`src/rtl/irq_controller_if.sv`:
```
// irq_controller_if: bundles the peripheral/core-side signals of irq_controller.
//   irq_in      raw asynchronous interrupt lines (rising edge = event)
//   mask_we     mask register write strobe, mask_wdata new mask (1 = masked)
//   mask_q      current mask register, pending_q current pending register
//   int_req     interrupt request to the core, vector source index
//   int_ack     core acknowledge pulse, eoi end-of-interrupt pulse
//   busy        controller is requesting or servicing
interface irq_controller_if #(
  parameter int NUM_IRQ = 8,
  parameter int VEC_W   = 5
);
  logic [NUM_IRQ-1:0] irq_in, mask_wdata, mask_q, pending_q;
  logic mask_we, int_req, int_ack, eoi, busy;
  logic [VEC_W-1:0] vector;
  modport master (
    output irq_in, mask_we, mask_wdata, int_ack, eoi,
    input  mask_q, pending_q, int_req, vector, busy
  );
  modport slave (
    input  irq_in, mask_we, mask_wdata, int_ack, eoi,
    output mask_q, pending_q, int_req, vector, busy
  );
endinterface

```
`src/rtl/irq_controller.sv`:
```
// irq_controller: prioritised, maskable, edge-triggered interrupt controller driving the core's INT.
//   clk  rising-edge clock; rst asynchronous active-high reset
//   bus  irq_controller_if.slave (irq lines, mask register, req/ack/eoi handshake, vector, busy)
//   Define IRQ_NESTING_EN to allow a lower-index source to preempt the one in service.
module irq_controller #(
  parameter int NUM_IRQ     = 8,
  parameter int VEC_W       = 5,
  parameter int SYNC_STAGES = 2
) (
  input logic clk,
  input logic rst,
  irq_controller_if.slave bus
);
  typedef enum logic [1:0] {IDLE, REQ, SERVICE} state_t;
  state_t state_q, state_d;
  logic [SYNC_STAGES-1:0][NUM_IRQ-1:0] sync_q;
  logic [NUM_IRQ-1:0] dly_q, evt, pend_q, mask_q, insvc_q, insvc_d, cand, sel, clr;
  logic [VEC_W-1:0] vec_q, vec_d, win, low_svc;
  logic win_v;
  function automatic logic [VEC_W-1:0] lsb_idx(input logic [NUM_IRQ-1:0] v);
    lsb_idx = '0;
    for (int i = NUM_IRQ - 1; i >= 0; i--) if (v[i]) lsb_idx = VEC_W'(i);
  endfunction
  assign evt     = sync_q[SYNC_STAGES-1] & ~dly_q;
  assign cand    = pend_q & ~mask_q;
  assign win     = lsb_idx(cand);
  assign win_v   = |cand;
  assign low_svc = lsb_idx(insvc_q);
  assign sel     = NUM_IRQ'(1) << vec_q;
`ifdef IRQ_NESTING_EN
  logic [NUM_IRQ-1:0] rest;
  assign rest = insvc_q & ~(NUM_IRQ'(1) << low_svc);
`endif
  always_ff @(posedge clk or posedge rst)
    if (rst) begin
      sync_q  <= '0;
      dly_q   <= '0;
      pend_q  <= '0;
      mask_q  <= '1;
      insvc_q <= '0;
      state_q <= IDLE;
      vec_q   <= '0;
    end else begin
      sync_q  <= {sync_q[SYNC_STAGES-2:0], bus.irq_in};
      dly_q   <= sync_q[SYNC_STAGES-1];
      pend_q  <= (pend_q & ~clr) | evt;
      if (bus.mask_we) mask_q <= bus.mask_wdata;
      insvc_q <= insvc_d;
      state_q <= state_d;
      vec_q   <= vec_d;
    end
  // The latched winner is only dropped when it becomes masked; with nesting the
  // controller then falls back to the innermost source still in service.
  always_comb begin
    state_d = state_q;
    vec_d   = vec_q;
    insvc_d = insvc_q;
    clr     = '0;
    case (state_q)
      IDLE: if (win_v) begin
        state_d = REQ;
        vec_d   = win;
      end
      REQ: if (|(mask_q & sel)) begin
        state_d = |insvc_q ? SERVICE : IDLE;
        vec_d   = low_svc;
      end else if (bus.int_ack) begin
        clr     = sel;
        insvc_d = insvc_q | sel;
        state_d = SERVICE;
      end
      SERVICE: begin
`ifdef IRQ_NESTING_EN
        if (bus.eoi) begin
          insvc_d = rest;
          state_d = |rest ? SERVICE : IDLE;
          vec_d   = lsb_idx(rest);
        end else if (win_v && win < low_svc) begin
          state_d = REQ;
          vec_d   = win;
        end
`else
        if (bus.eoi) begin
          insvc_d = '0;
          state_d = IDLE;
        end
`endif
      end
      default: state_d = IDLE;
    endcase
  end
  assign bus.mask_q    = mask_q;
  assign bus.pending_q = pend_q;
  assign bus.int_req   = state_q == REQ;
  assign bus.busy      = state_q != IDLE;
  assign bus.vector    = state_q == IDLE ? '0 : vec_q;
endmodule

```
`src/flat_wrapper.sv`:
```
// flat-port wrapper written by rule: the top's interface ports become plain ports
module irq_controller_flat 
#(
  parameter int NUM_IRQ     = 8,
  parameter int VEC_W       = 5,
  parameter int SYNC_STAGES = 2
)
  (clk, rst, bus_irq_in, bus_mask_we, bus_mask_wdata, bus_int_ack, bus_eoi, bus_mask_q, bus_pending_q, bus_int_req, bus_vector, bus_busy);
  irq_controller_if #(.NUM_IRQ(NUM_IRQ), .VEC_W(VEC_W)) bus_i ();
  input logic clk;
  input logic rst;
  input wire logic [$bits(bus_i.irq_in)-1:0] bus_irq_in;
  input wire logic [$bits(bus_i.mask_we)-1:0] bus_mask_we;
  input wire logic [$bits(bus_i.mask_wdata)-1:0] bus_mask_wdata;
  input wire logic [$bits(bus_i.int_ack)-1:0] bus_int_ack;
  input wire logic [$bits(bus_i.eoi)-1:0] bus_eoi;
  output wire logic [$bits(bus_i.mask_q)-1:0] bus_mask_q;
  output wire logic [$bits(bus_i.pending_q)-1:0] bus_pending_q;
  output wire logic [$bits(bus_i.int_req)-1:0] bus_int_req;
  output wire logic [$bits(bus_i.vector)-1:0] bus_vector;
  output wire logic [$bits(bus_i.busy)-1:0] bus_busy;
  assign bus_i.irq_in = bus_irq_in;
  assign bus_i.mask_we = bus_mask_we;
  assign bus_i.mask_wdata = bus_mask_wdata;
  assign bus_i.int_ack = bus_int_ack;
  assign bus_i.eoi = bus_eoi;
  assign bus_mask_q = bus_i.mask_q;
  assign bus_pending_q = bus_i.pending_q;
  assign bus_int_req = bus_i.int_req;
  assign bus_vector = bus_i.vector;
  assign bus_busy = bus_i.busy;
  irq_controller #(.NUM_IRQ(NUM_IRQ), .VEC_W(VEC_W), .SYNC_STAGES(SYNC_STAGES)) u_core (.clk(clk), .rst(rst), .bus(bus_i));
endmodule
```
`config.mk`:
```
export PLATFORM = sky130hd
export DESIGN_NAME = irq_controller_flat
export DESIGN_NICKNAME = d
export VERILOG_FILES = /design/src/rtl/irq_controller_if.sv /design/src/rtl/irq_controller.sv /design/src/flat_wrapper.sv
export SDC_FILE = /design/constraint.sdc
export NUM_CORES = 1
export LEC_CHECK = 0
export BUFFER_PORTS_ARGS = -buffer_cell sky130_fd_sc_hd__clkbuf_2
export CAP_MARGIN = 20
export CORE_MARGIN = 8
export CORE_UTILIZATION = 40
export CTS_BUF_LIST = sky130_fd_sc_hd__clkbuf_16
export DETAILED_ROUTE_END_ITERATION = 6
export GPL_ROUTABILITY_DRIVEN = 0
export PLACE_DENSITY = 0.62
export SLEW_MARGIN = 20
export SYNTH_ARGS = -nofsm -noshare
export SYNTH_HDL_FRONTEND = slang
export SYNTH_SLANG_ARGS = --single-unit
```
`constraint.sdc`:
```
create_clock -name clk -period 2.1 [get_ports clk]
set_input_delay 0.42 -clock clk [delete_from_list [all_inputs] [get_ports clk]]
set_output_delay 0.42 -clock clk [all_outputs]
set_load 0.01 [all_outputs]
```
# --- After elaboration in Yosys (flattened, before gate mapping) ---
# Cells that the tools add are included.
totals:
  memories: 0
  mem_bits_ro: 0
  latchBits: 0
  output_inout_bits: 23
  register_bits: 55
  ramBits: 0
op_classes:
  mul: 0
  shift: 1
  addsub: 0
  div_mod_pow: 0
  n_eq_ne: 8
  magnitude_cmp: 0
  n_mux: 33
  reduce_logical: 10
  n_bitwise: 9
op_table:
  columns: ["operator", "count"]
  rows:
  - ["2-to-1 mux 3 bit", 16]
  - ["2-to-1 mux 8 bit", 6]
  - ["bitwise AND 8 bit", 4]
  - ["NOT 8 bit", 3]
  - ["OR reduction 8 bit", 3]
  - ["OR 8 bit", 2]
  - ["one-hot mux 8 bit (2 select lines)", 1]
  - ["2-to-1 mux 5 bit", 3]
  - ["2-to-1 mux 2 bit", 5]
  - ["one-hot mux 5 bit (2 select lines)", 1]
  - ["<< shifter 1 x 5 -> 8 bit (first input constant)", 1]
  - ["inequality test 2 bit (second input constant)", 3]
  - ["one-hot mux 2 bit (3 select lines)", 1]
  - ["AND reduction 3 bit", 2]
  - ["nonzero test 2 bit", 3]
  - ["inequality test 2 x 1 -> 1 bit (second input constant)", 2]
  - ["AND reduction 4 bit", 1]
  - ["inequality test 3 x 2 -> 1 bit (second input constant)", 1]
  - ["== test 2 x 1 -> 1 bit (second input constant)", 1]
  - ["== test 2 bit (second input constant)", 1]
  - ["logical NOT 2 bit", 1]

# --- Depth between registers and ports, before layout ---
# Gate-level depths: netlist of run 1.
depth:
  depth_word: 12
  mapped_depth: 6
  depth_no_buf: 5

# --- Least setup slack after synthesis of run 1 ---
# Ideal clock, no wire load.
synth_timing:
  path_kind: "register to register"
  start: "register u_core.mask_q[6] (netlist: u_core.bus.mask_q[6])"
  end: "register u_core.vec_q[0]"
  stages_incl_launch_ff: 6
  setup_ns: 0.125
  setup_slack_ns: 0.333
  n_path_buf: 0
  t_arrival_ns: 1.642
  cell_sequence: "dfstp_2 nand2b_1 nor4b_1 a41o_1 a21o_4 mux2_4"
synth_via:
  elab_chain_len: 11
synth_lines:
  columns: ["item", "line_no", "text"]
  rows:
  - ["start, declared", "irq_controller.sv:17", "logic [NUM_IRQ-1:0] dly_q, evt, pend_q, mask_q, insvc_q, insvc_d, cand, sel, clr;"]
  - ["start signal, assigned", "irq_controller.sv:47", "if (bus.mask_we) mask_q <= bus.mask_wdata;"]
  - ["NOT 8 bit", "irq_controller.sv:25", "assign cand = pend_q & ~mask_q;"]
  - ["bitwise AND 8 bit", "irq_controller.sv:25", null]
  - ["2-to-1 mux 3 bit (7 in a row)", "irq_controller.sv:22", "for (int i = NUM_IRQ - 1; i >= 0; i--) if (v[i]) lsb_idx = VEC_W'(i);"]
  - ["2-to-1 mux 5 bit", "irq_controller.sv:60", "IDLE: if (win_v) begin"]
  - ["one-hot mux 5 bit (2 select lines)", "irq_controller.sv:59", "case (state_q)"]
  - ["end signal, assigned", "irq_controller.sv:50", "vec_q <= vec_d;"]
  - ["end, declared", "irq_controller.sv:18", "logic [VEC_W-1:0] vec_q, vec_d, win, low_svc;"]
# Several ways; a longest one is shown, not always the timed one. The select of a mux whose other input is x is not followed.
# A chain may end at the register's enable or synchronous reset.

# --- Worst setup path after layout of run 1 ---
layout_timing:
  start: "register u_core.mask_q[6] (netlist: u_core.bus.mask_q[6])"
  end: "register u_core.vec_q[2]"
# The elaborated chain is that of the path after synthesis.

==> results list, run 1 <==
- TritonCTS built the clock tree.
- Fraction of layout instances using a drive strength above 1: 33.6%
- Synthesis produced a netlist whose cell count is 183.
* Commonest non-fill, non-tap cells in the layout: sky130_fd_sc_hd__dfrtp_1 (45), sky130_fd_sc_hd__clkbuf_2 (41), sky130_fd_sc_hd__o21ai_1 (18), sky130_fd_sc_hd__nor2_1 (14), sky130_fd_sc_hd__inv_1 (14)
* Crit path kind: reg2reg
* Count of filler cells inserted in the layout: 505
- The clock passes through at most 2 buffers.
- For this design the ratio of total power to cell area is 1230 mW/mm2.
- Data on the critical path is required at its endpoint by 2.27 ns.
- Total number of H-tree levels: 2
- Starting DRT DRC Count: 65
* Post-cts sizing count: 0
- The clock period could shrink to 1.92 ns.
- Dividing the detail-routed wire length by the instance count gives 15.1 um.
* Overflow after GRT: 0
* Synth Register Bits: 53
- Average vias per placed instance: 4.85
* Crit Reg-Reg Endpoint: u_core.vec_q[2]$_DFFE_PP0P_
- Slew Limit Fails: 0
* Number of hold violations in the final report: 0
- I/O pin cnt: 44
* Standard cell core area: 0.00537 mm2
- Sequential cells were found to cover 61.4% of the synthesized design area.
- After detailed routing, the number of remaining DRC violations is 0.
- Once placement finished, the instance area stood at 0.00248 mm2.
- The synthesized netlist occupies a cell area of 0.00217 mm2.
- CTS Root Buffer Type: sky130_fd_sc_hd__clkbuf_16
- Final HPWL from detailed placement: 3450 um
- Antenna violations before repair: 0
* Number of detailed-route iterations in the first pass: 4
- In the final timing run, aggregate negative setup slack is 0 ns.
- CP startpoint kind: register
- Total Routing Usage GR: 11.8%
- Worst-skew pair later-pin latency: 0.28 ns
* Horizontal die dimension: 89.7 um
* Initial core utilization: 40.5%
- Most frequent standard cell in the layout excluding fill and tap cells: sky130_fd_sc_hd__dfrtp_1
- 0 antenna diodes ended up in the layout.
* Number of nets with antenna violations after routing: 0
- In this run the core area contains 27 standard-cell rows.
- Cell count of the worst reg-to-reg path: 5
* Number of hold buffers added after cts: 0
- The Yosys step of the flow raised 0 warnings.
- In this run the critical register-to-register path is launched from u_core.bus.mask_q[6]$_DFFE_PP1P_.
- The worst hold path belongs to the class in2async.
- The floorplan step set the die height to 89.7 um.
- Global-route wire length before repair: 7680 um
* Part of the cycle the worst path needs: 91.4%
- Derived from the worst setup path, the maximum achievable clock frequency is 0.521 GHz.
- Worst-Margin Slew: 0.498 ns
- Clock-pin slew reported for the worst setup and hold paths after clock tree synthesis: 0.07 ns
- Entering global routing, the biggest net connects 33 pins.
* Via count of the first global-routing pass: 1565
* Number of vias in the routed layout: 1474
* Data arrival time at the worst-slack endpoint: 2.09 ns
- Setup violations, final: 0
- Once layout is done, the placed cells without fillers occupy 0.00265 mm2.
- The netlist uses 39 different library cells.
- Flop-to-flop setup slack: 0.18 ns
* Cts bufs inserted: 5
- The final layout contains routed wiring with a total length of 4590 um.
- # port buffers: 41
* Run status: complete, no violations
* Total Nets Final: 252
- Measured against its own limit, the worst slew margin works out to 66.7%.
- Growth of design area from synthesis to finish: 21.6%
- Sinks on the clock net: 53
- # Max-Cap Violations: 0
* Die Area: 0.00805 mm2
- Across the VDD grid, the largest voltage drop is 696 uV.
- Critical path fanouts, max: 5
* Synthesized area per cell: 11.9 um2
- Setup repair after global routing left no endpoint under its margin.
- Leak: 1.21 nW
- STA classifies the critical path endpoint as a register.
- The number of setup buffers added after CTS is 0.
- Post-Route Skew: 0.00224 ns
## area by class of cell
class	instances	area [um2]	area share, %
timing repair buffer	44	240	9.08
clock inverter	3	41.3	1.56
sequential	53	1340	50.5
inverter	16	60.1	2.27
multi-input combinational	111	752	28.4
tap	72	90.1	3.41
clock buffer	5	125	4.73
## routing by layer
| layer | wire length [um] | share of wire [%] | track usage (%) | vias up |
|---|---|---|---|---|
| li1 | - | - | - | 718 |
| met1 | 1980 | 43 | 13.4 | 713 |
| met2 | 2300 | 50 | 20.0 | 36 |
| met3 | 215 | 4.7 | 3.82 | 7 |
| met4 | 86 | 1.9 | 4.37 | 0 |
| met5 | 0 | 0 | 0 | - |
## power by group
part | internal [mW] | switching, mW | leakage [nW] | total (mW)
Clock | 0.558 | 0.353 | 0.0775 | 0.911
Sequential | 1.19 | 0.167 | 0.607 | 1.36
Combinational | 0.463 | 0.520 | 0.528 | 0.982
Total | 2.21 | 1.04 | 1.21 | 3.25
## registers in the layout (all words and copies together) (netlist names)
| register | flops |
|---|---|
| u_core.vec_q | 3 |
| u_core.dly_q | 8 |
| u_core.state_q | 2 |
| u_core.bus.mask_q | 8 |
| u_core.sync_q | 16 |
| u_core.insvc_q | 8 |
| u_core.bus.pending_q | 8 |
## worst max-delay path by stage
stage	startpoint	end	slack, ns	depth (start not counted)
detailed placement	u_core.bus.mask_q[4]$_DFFE_PP1P_	u_core.vec_q[2]$_DFFE_PP0P_	0.25	5
global route	u_core.bus.mask_q[6]$_DFFE_PP1P_	u_core.vec_q[1]$_DFFE_PP0P_	0.15	5
finish	u_core.bus.mask_q[6]$_DFFE_PP1P_	u_core.vec_q[2]$_DFFE_PP0P_	0.18	5
CTS	u_core.bus.mask_q[6]$_DFFE_PP1P_	u_core.vec_q[2]$_DFFE_PP0P_	0.22	5
floorplan	u_core.bus.mask_q[6]$_DFFE_PP1P_	u_core.vec_q[0]$_DFFE_PP0P_	0.33	5
global placement	u_core.bus.mask_q[6]$_DFFE_PP1P_	u_core.vec_q[2]$_DFFE_PP0P_	0.25	5
## cell families after synthesis
group / share of synthesized area, %
DFF: 61.4
other: 0.172
muxes: 8.80
buffers and inverters: 4.14
and+or+nand+nor: 12.1
AOI/OAI and AO/OA: 13.3
## through the flow
| step | instances | power [mW] | hold WS [ns] | util (%) | worst slack (ns) |
|---|---|---|---|---|---|
| final | 304 | 3.25 | 0.139 | 49.2 | 0.182 |
| after global routing | 304 | 3.43 | 0.188 | 49.2 | 0.149 |
| after CTS | 304 | 3.28 | 0.163 | 49.2 | 0.218 |
| after detailed placement | 296 | 2.37 | 0.336 | 46.1 | 0.245 |
| after global placement | 296 | 2.35 | 0.331 | 46.1 | 0.247 |
| after floorplan | 184 | 2.07 | 0.331 | - | 0.333 |
## critical path: stages (launching register included)
cell and delay [ns]:
sky130_fd_sc_hd__dfstp_2 0.56, sky130_fd_sc_hd__nand2b_1 0.15, sky130_fd_sc_hd__nor4b_1 0.38, sky130_fd_sc_hd__a41o_1 0.29
sky130_fd_sc_hd__a21o_4 0.13, sky130_fd_sc_hd__mux2_4 0.29
## cell usage after synthesis (all sizes together)
cell type | n | area [um2]
nor4b | 1 | 8.76
nand2 | 7 | 26.3
nand3 | 4 | 25.0
mux4 | 1 | 22.5
nor2 | 15 | 58.8
dfstp | 8 | 210
dfrtp | 45 | 1130
and2 | 2 | 12.5
clkbuf | 1 | 3.75
o211ai | 1 | 7.51
a21oi | 6 | 33.8
nor2b | 8 | 50.1
a21o | 1 | 15.0
conb | 1 | 3.75
o31ai | 3 | 22.5
mux2 | 11 | 139
a22o | 1 | 8.76
a22oi | 1 | 12.5
o21ai | 21 | 105
a41o | 1 | 10.0
nand4 | 2 | 12.5
a21boi | 1 | 7.51
inv | 16 | 60.1
buf | 3 | 26.3
nand2b | 8 | 50.1
o21a | 7 | 52.6
o22ai | 1 | 6.26
nand3b | 2 | 18.8
a221oi | 1 | 8.76
mux2i | 3 | 30.0
Power figures use the tool's default switching activity.
==> run 2, diff against run 1 <==
--- a/config.mk
+++ b/config.mk
@@ -13,6 +13,7 @@
 export DETAILED_ROUTE_END_ITERATION = 6
 export GPL_ROUTABILITY_DRIVEN = 0
 export PLACE_DENSITY = 0.62
+export RECOVER_POWER = 100
 export SLEW_MARGIN = 20
 export SYNTH_ARGS = -nofsm -noshare
 export SYNTH_HDL_FRONTEND = slang
==> results list, run 2 (synthesized netlist as in run 1, its figures left out) <==
- Routed wirelength normalized by instance count: 15.2 um
- The slowest stage of the critical path belongs to the cell sky130_fd_sc_hd__dfstp_1.
- The worst pin sits at a relative slew slack of 41.3%.
* Class of the tightest hold or removal check: in2reg
- The number of antenna diodes in the final layout is 0.
- The die covers 0.00805 mm2.
* Sinks on the clock net: 53
- Number of detailed-route iterations in the first pass: 4
- On the final layout, the worst clock skew is 0.00413 ns.
- Compared with the post-synthesis result, the final layout area differs by 18.7%.
* Slew Limit Fails: 0
- Critical path fanouts, max: 5
* Commonest non-fill, non-tap cells in the layout: sky130_fd_sc_hd__dfrtp_1 (45), sky130_fd_sc_hd__clkbuf_2 (26), sky130_fd_sc_hd__inv_1 (16), sky130_fd_sc_hd__clkbuf_1 (16), sky130_fd_sc_hd__nor2_1 (14)
- Worst hold endpoint: u_core.sync_q[3]$_DFF_PP0_
- The number of clock buffers added by TritonCTS is 5.
* Critical Path Start: u_core.bus.mask_q[4]$_DFFE_PP1P_
- Layout Utilization: 48.1%
- Post-route cell area: 0.00258 mm2
* CTS max path bufs: 2
* # Max-Cap Violations: 0
- Leak: 1.15 nW
- After layout, the minimum clock period comes to 1.97 ns.
* Final HPWL from detailed placement: 3450 um
- After the last flow step, the layout net total stands at 252.
* Data arrival time at the worst-slack endpoint: 2.14 ns
* Highest attainable clock frequency: 0.507 GHz
- Overflow after GRT: 0
- Power spread over the standard cell area amounts to 1220 mW/mm2.
- Critical path's largest stage delay: 0.58 ns
- The initial utilization of the core area, before any placement, comes to 40.5%.
- Clock-pin slew reported for the worst setup and hold paths after clock tree synthesis: 0.07 ns
- Worst-Margin Slew: 0.880 ns
- Once detail routing completed, the nets flagged for antenna violations numbered 0.
- # port buffers: 41
* CP Capture Type: register
- Setup repair after global routing missed its margin: false
- The library cell used most frequently in the layout, excluding fill and tap cells, is sky130_fd_sc_hd__dfrtp_1.
- Setup Total Neg Slack: 0 ns
- IR analysis of the VDD net gives a maximum drop of 690 uV.
* Number of hold buffers added after cts: 0
* Cell Count, Final, Fillers Out: 304
- The setup check on the worst reg-to-reg path leaves a slack of 0.13 ns.
- The run finished with clean final reports.
- Global routing used 11.8% of the available tracks.
* Cell family contributing the most delay on the critical path: flip-flops
* Post-cts sizing count: 0
- The region available for standard cell placement spans 0.00537 mm2.
- Total power draw: 3.16 mW
- For this block, the initial DRC count from the detailed router was 65.
- Setup violations, final: 0
- The count of final hold-check violations is 0.
- Crit Reg-Reg Endpoint: u_core.vec_q[2]$_DFFE_PP0P_
* Crit path kind: reg2reg
- Number of vias in the routed layout: 1478
- For the worst-skew pair, the clock arrives at the later sink with an insertion delay of 0.29 ns.
* CP startpoint kind: register
- Dividing the final minimum period by the clock period gives 93.9%.
* Global-route wire length before repair: 7680 um
- Origin of the critical flop-to-flop path: u_core.bus.mask_q[4]$_DFFE_PP1P_
- TritonCTS built the clock tree.
- STA puts the critical path data required time at 2.27 ns.
- Core Rows: 27
- I/O pin cnt: 44
- More flip-flops sit in one register than any other, and that register is u_core.sync_q.
- Count of filler cells inserted in the layout: 520
- The floorplan step set the die width to 89.7 um.
* Post-place instance area: 0.00248 mm2
- Number of stages on the worst hold path: 1
- Entering global routing, the biggest net connects 33 pins.
- WP buf/inv: 0
- After detailed routing, the number of remaining DRC violations is 0.
- Post-CTS timing repair inserted 0 buffers for setup.
* Fraction of layout instances using a drive strength above 1: 19.8%
* Routed wire length: 4630 um
* Via count of the first global-routing pass: 1565
- In this run the number of H-tree levels came out at 2.
- The worst register-to-register path has a depth of 5.
- Max reg flops: 16
- Setup slack closes at 0.129 ns.
- HP Start: bus_irq_in[3]
* CTS Root Buffer Type: sky130_fd_sc_hd__clkbuf_16
- Across all hold checks on the routed design, the worst slack comes to 0.237 ns.
- Die span in y: 89.7 um
- Cells traversed along the worst timing path: nor2b_1, nor4b_1, a41o_1, a21o_4, mux2_1
- Antenna violations before repair: 0
* Dpl cells: 296
* Average vias per placed instance: 4.86
* Pre-CTS WS: 0.245 ns
[run 2: metal layers]
metal  global-route usage (%)  share of wire (%)
met1                     13.4                 44
met2                     20.0                 50
met3                     3.82                4.6
met4                     4.37                1.7
met5                        0                  0
[run 2: worst max-delay path by stage]
| stage | endpoint | slack (ns) | depth (start not counted) |
|---|---|---|---|
| after floorplan | u_core.vec_q[0]$_DFFE_PP0P_ | 0.33 | 5 |
| after global placement | u_core.vec_q[2]$_DFFE_PP0P_ | 0.25 | 5 |
| after detailed placement | u_core.vec_q[2]$_DFFE_PP0P_ | 0.25 | 5 |
| after CTS | u_core.vec_q[2]$_DFFE_PP0P_ | 0.22 | 5 |
| after global routing | u_core.bus.pending_q[2]$_DFF_PP0_ | 0.09 | 5 |
| final | u_core.vec_q[2]$_DFFE_PP0P_ | 0.13 | 5 |
[run 2: final cells by class]
class / count / area [um2] / area share [%]
well taps: 72 / 90.1 / 3.49
flip-flops and latches: 53 / 1340 / 51.8
multi-input cells: 111 / 723 / 28.0
inverters: 16 / 60.1 / 2.33
clock buffers: 5 / 125 / 4.85
repair buffers: 44 / 205 / 7.95
clock inverters: 3 / 41.3 / 1.60
[run 2: report_power, final]
part	total, mW	switching [mW]	internal [mW]
registers	1.35	0.164	1.19
clock network	0.914	0.356	0.558
logic	0.890	0.499	0.390
==> run 3, diff against run 2 <==
--- a/config.mk
+++ b/config.mk
@@ -5,11 +5,13 @@
 export SDC_FILE = /design/constraint.sdc
 export NUM_CORES = 1
 export LEC_CHECK = 0
+export ABC_AREA = 1
 export BUFFER_PORTS_ARGS = -buffer_cell sky130_fd_sc_hd__clkbuf_2
 export CAP_MARGIN = 20
 export CORE_MARGIN = 8
 export CORE_UTILIZATION = 40
 export CTS_BUF_LIST = sky130_fd_sc_hd__clkbuf_16
+export CTS_CLUSTER_DIAMETER = 40
 export DETAILED_ROUTE_END_ITERATION = 6
 export GPL_ROUTABILITY_DRIVEN = 0
 export PLACE_DENSITY = 0.62
==> results list, run 3 <==
* Part of the cycle the worst path needs: 86.2%
* Number of antenna diodes: 0
* Data arrival time at the worst-slack endpoint: 1.39 ns
- Ys async rst share: 100%
* TritonCTS clock tree: done
* Setup Buffers After CTS: 0
* Total number of H-tree levels: 2
* Commonest non-fill, non-tap cells in the layout: sky130_fd_sc_hd__nand2_1 (83), sky130_fd_sc_hd__dfrtp_1 (45), sky130_fd_sc_hd__inv_1 (38), sky130_fd_sc_hd__clkbuf_2 (28), sky130_fd_sc_hd__nor2_1 (15)
- Max reg flops: 16
- Cts bufs inserted: 5
* Number of standard cells after synthesis: 254
- Setup Total Neg Slack: 0 ns
- Final setup slack of the worst path: 0.290 ns
- Counting flops with a built-in enable in the synthesized netlist gives 0.
- The clock network burns 26.8% of the power.
- CTS Root Buffer Type: sky130_fd_sc_hd__clkbuf_16
- The worst setup path is captured at an output port.
- The routed layout has 1750 vias.
- Registers are responsible for 44.3% of the overall power.
* Switching share of total power: 36.3%
- Core Rows: 27
- For this design the total switching power over the nets is 1.08 mW.
* Cell family contributing the most delay on the critical path: flip-flops
- The analysis attributes to cell leakage a power of 1.36 nW.
* Yosys top cell by area: sky130_fd_sc_hd__dfrtp_1
- Horizontal die dimension: 91.2 um
- Origin of the critical flop-to-flop path: u_core.vec_q[1]$_DFFE_PP0P_
- Of the post-synthesis cell area, the dominant cell type holds 49.8%.
* Starting DRT DRC Count: 92
- Combinational cells account for 28.9% of the total power.
- Critical path fanouts, max: 10
- The routed design could run at a clock period as short as 1.81 ns.
- Summing all multi-input logic gate instances after layout gives 707 um2.
- The tightest min-delay check is of the in2reg type.
- Post-synthesis sequential area ratio: 59.1%
* WP buf/inv: 2
- Internal power contribution: 1.90 mW
- After synthesis the netlist holds a flip-flop and latch count of 53.
* Setup repair after global routing missed its margin: false
- Summed over all layers, the global routing overflow is 0.
- Pre-CTS WS: 0.460 ns
- Setup violations remaining at the end of the flow were counted as 0.
- The most common cell in the synthesized netlist is sky130_fd_sc_hd__nand2_1.
- From bottom edge to top edge, the die measures 91.2 um.
- Die Area: 0.00832 mm2
- Summing every instance area after synthesis gives 0.00226 mm2.
* Number of nets with antenna violations after routing: 0
- Final HPWL from detailed placement: 3800 um
- Warning count from the yosys run: 0
* Post-cts sizing count: 0
- After synthesis, the most frequently instantiated cells are sky130_fd_sc_hd__nand2_1 (82), sky130_fd_sc_hd__dfrtp_1 (45), sky130_fd_sc_hd__inv_1 (36).
- In the final layout, the share of cells above drive strength 1 is 14.0%.
* Top register by number of flip-flops: u_core.sync_q
- Max rail drop VDD: 602 uV
- Tracing the worst setup path back leads to its startpoint at u_core.vec_q[1]$_DFFE_PP0P_.
* # Max-Cap Violations: 0
- CTS max path bufs: 2
- The count of final hold-check violations is 0.
* Total power draw: 2.98 mW
- Slew Limit Fails: 0
* I/O pin cnt: 44
- Dividing the detail-routed wire length by the instance count gives 13.2 um.
* Clock-pin slew reported for the worst setup and hold paths after clock tree synthesis: 0.07 ns
- STA puts the critical path data required time at 1.68 ns.
- HP Start: bus_irq_in[0]
* Critical path's largest stage delay: 0.54 ns
- Entering global routing, the biggest net connects 29 pins.
* Total Nets Final: 319
- The run finished with clean final reports.
- Number of unique standard cell types used by synthesis: 27
* Count of unresolved DRC violations after routing: 0
- STA classifies the critical path startpoint as a register.
- Global routing used 12.1% of the available tracks.
- Max transition margin: 32.3%
- Average vias per placed instance: 4.72
* Synthesized area per cell: 8.91 um2
- Post-Route Skew: 0.00466 ns
- The largest individual stage delay along the critical path comes from the cell sky130_fd_sc_hd__dfrtp_1.
* Sequential Area: 0.00134 mm2
- For this run, the leading register cell type out of synthesis is sky130_fd_sc_hd__dfrtp_1.
- Cells traversed along the worst timing path: inv_1, nor2_1, clkbuf_1
- At the later pin of the worst-skew pair, clock insertion delay measures 0.28 ns.
- Leaving out fill and tap cells, the most frequent cell in the layout is sky130_fd_sc_hd__nand2_1.
- The initial utilization of the core area, before any placement, comes to 41.3%.
- Counting the fill cells in the layout gives 558.
- Cell area power density: 1130 mW/mm2
- Antenna violations before repair: 0
- For this design, the sink count on the clock tree is 53.
- The first global-routing pass estimated 8160 um of wire.
- Standard cell core area: 0.00547 mm2
* Growth of design area from synthesis to finish: 16.4%
- Yosys attributes the largest share of cell area to sky130_fd_sc_hd__dfrtp_1 (50%), sky130_fd_sc_hd__nand2_1 (14%), sky130_fd_sc_hd__dfstp_2 (9.3%).
- After clock tree synthesis, the flow added hold-fix buffers numbering 0.
* Via count of the first global-routing pass: 1732
* Number of detailed-route iterations in the first pass: 4
* # port buffers: 41
- Crit path kind: reg2out
* Routed wire length: 4880 um
- Worst-Margin Slew: 1.01 ns
- For this run, the top clock speed supported by timing is 0.552 GHz.
-- run 3: cell type report --
cell class	count	share of cell area, %
clock buffers	5	4.75
clock inverters	3	0.808
inverters	40	6.08
multi-input cells	156	26.9
flip-flops and latches	53	50.8
well taps	72	3.42
repair buffers	42	7.32
-- run 3: final timing paths --
check | endpoint | slack, ns | cells past startpoint
worst min-delay path | u_core.sync_q[0]$_DFF_PP0_ | 0.24 | 1
worst min register to register | u_core.sync_q[14]$_DFF_PP0_ | 0.35 | 0
worst max register to register | u_core.bus.pending_q[6]$_DFF_PP0_ | 0.35 | 9
max in group asynchronous | u_core.sync_q[1]$_DFF_PP0_ | 0.58 | 3
worst max-delay path | bus_vector[1] | 0.29 | 3
min in group asynchronous | u_core.sync_q[4]$_DFF_PP0_ | 0.35 | 2
-- run 3: worst reg2reg max path, delay by kind of cell, from the launching register on --
kind / cells / cell delay (ns)
buffers and inverters: 2 / 0.36
AND/OR/NAND/NOR: 7 / 0.75
flip-flops: 1 / 0.54
-- run 3: per-stage QoR --
step / hold WS, ns / cells / cell area (um2) / utilization (%)
3_5_place_dp: 0.338 / 363 / 2530 / 46.2
4_1_cts: 0.198 / 371 / 2680 / 48.9
6_report: 0.237 / 371 / 2630 / 48.1
5_1_grt: 0.228 / 371 / 2630 / 48.1
2_1_floorplan: 0.331 / 255 / 2270 / -
3_3_place_gp: 0.332 / 363 / 2530 / 46.2
-- run 3: cells by family (layout without fill, tap and decap cells) --
group | count (synthesis) | in the layout | synth area share (%)
DFF | 53 | 53 | 59.1
buffers and inverters | 46 | 90 | 9.40
AOI/OAI and AO/OA | 26 | 26 | 5.97
other | 1 | 2 | 0.166
and+or+nand+nor | 127 | 127 | 24.9
muxes | 1 | 1 | 0.498
-- run 3: routing by layer --
layer	GRT usage, %	routed length (um)
met2	18.4	2190
met4	3.82	53
met5	0	0
met1	15.8	2300
met3	3.95	334
-- run 3: power groups by stage --
| stage | Sequential, mW | Clock [mW] | Combinational, mW |
|---|---|---|---|
| after floorplan | 1.29 | 0 | 0.714 |
| after detailed placement | 1.35 | 0 | 0.891 |
| after global placement | 1.35 | 0 | 0.875 |
| final | 1.32 | 0.799 | 0.860 |
| after CTS | 1.33 | 0.831 | 0.896 |
| after global routing | 1.34 | 0.856 | 0.989 |
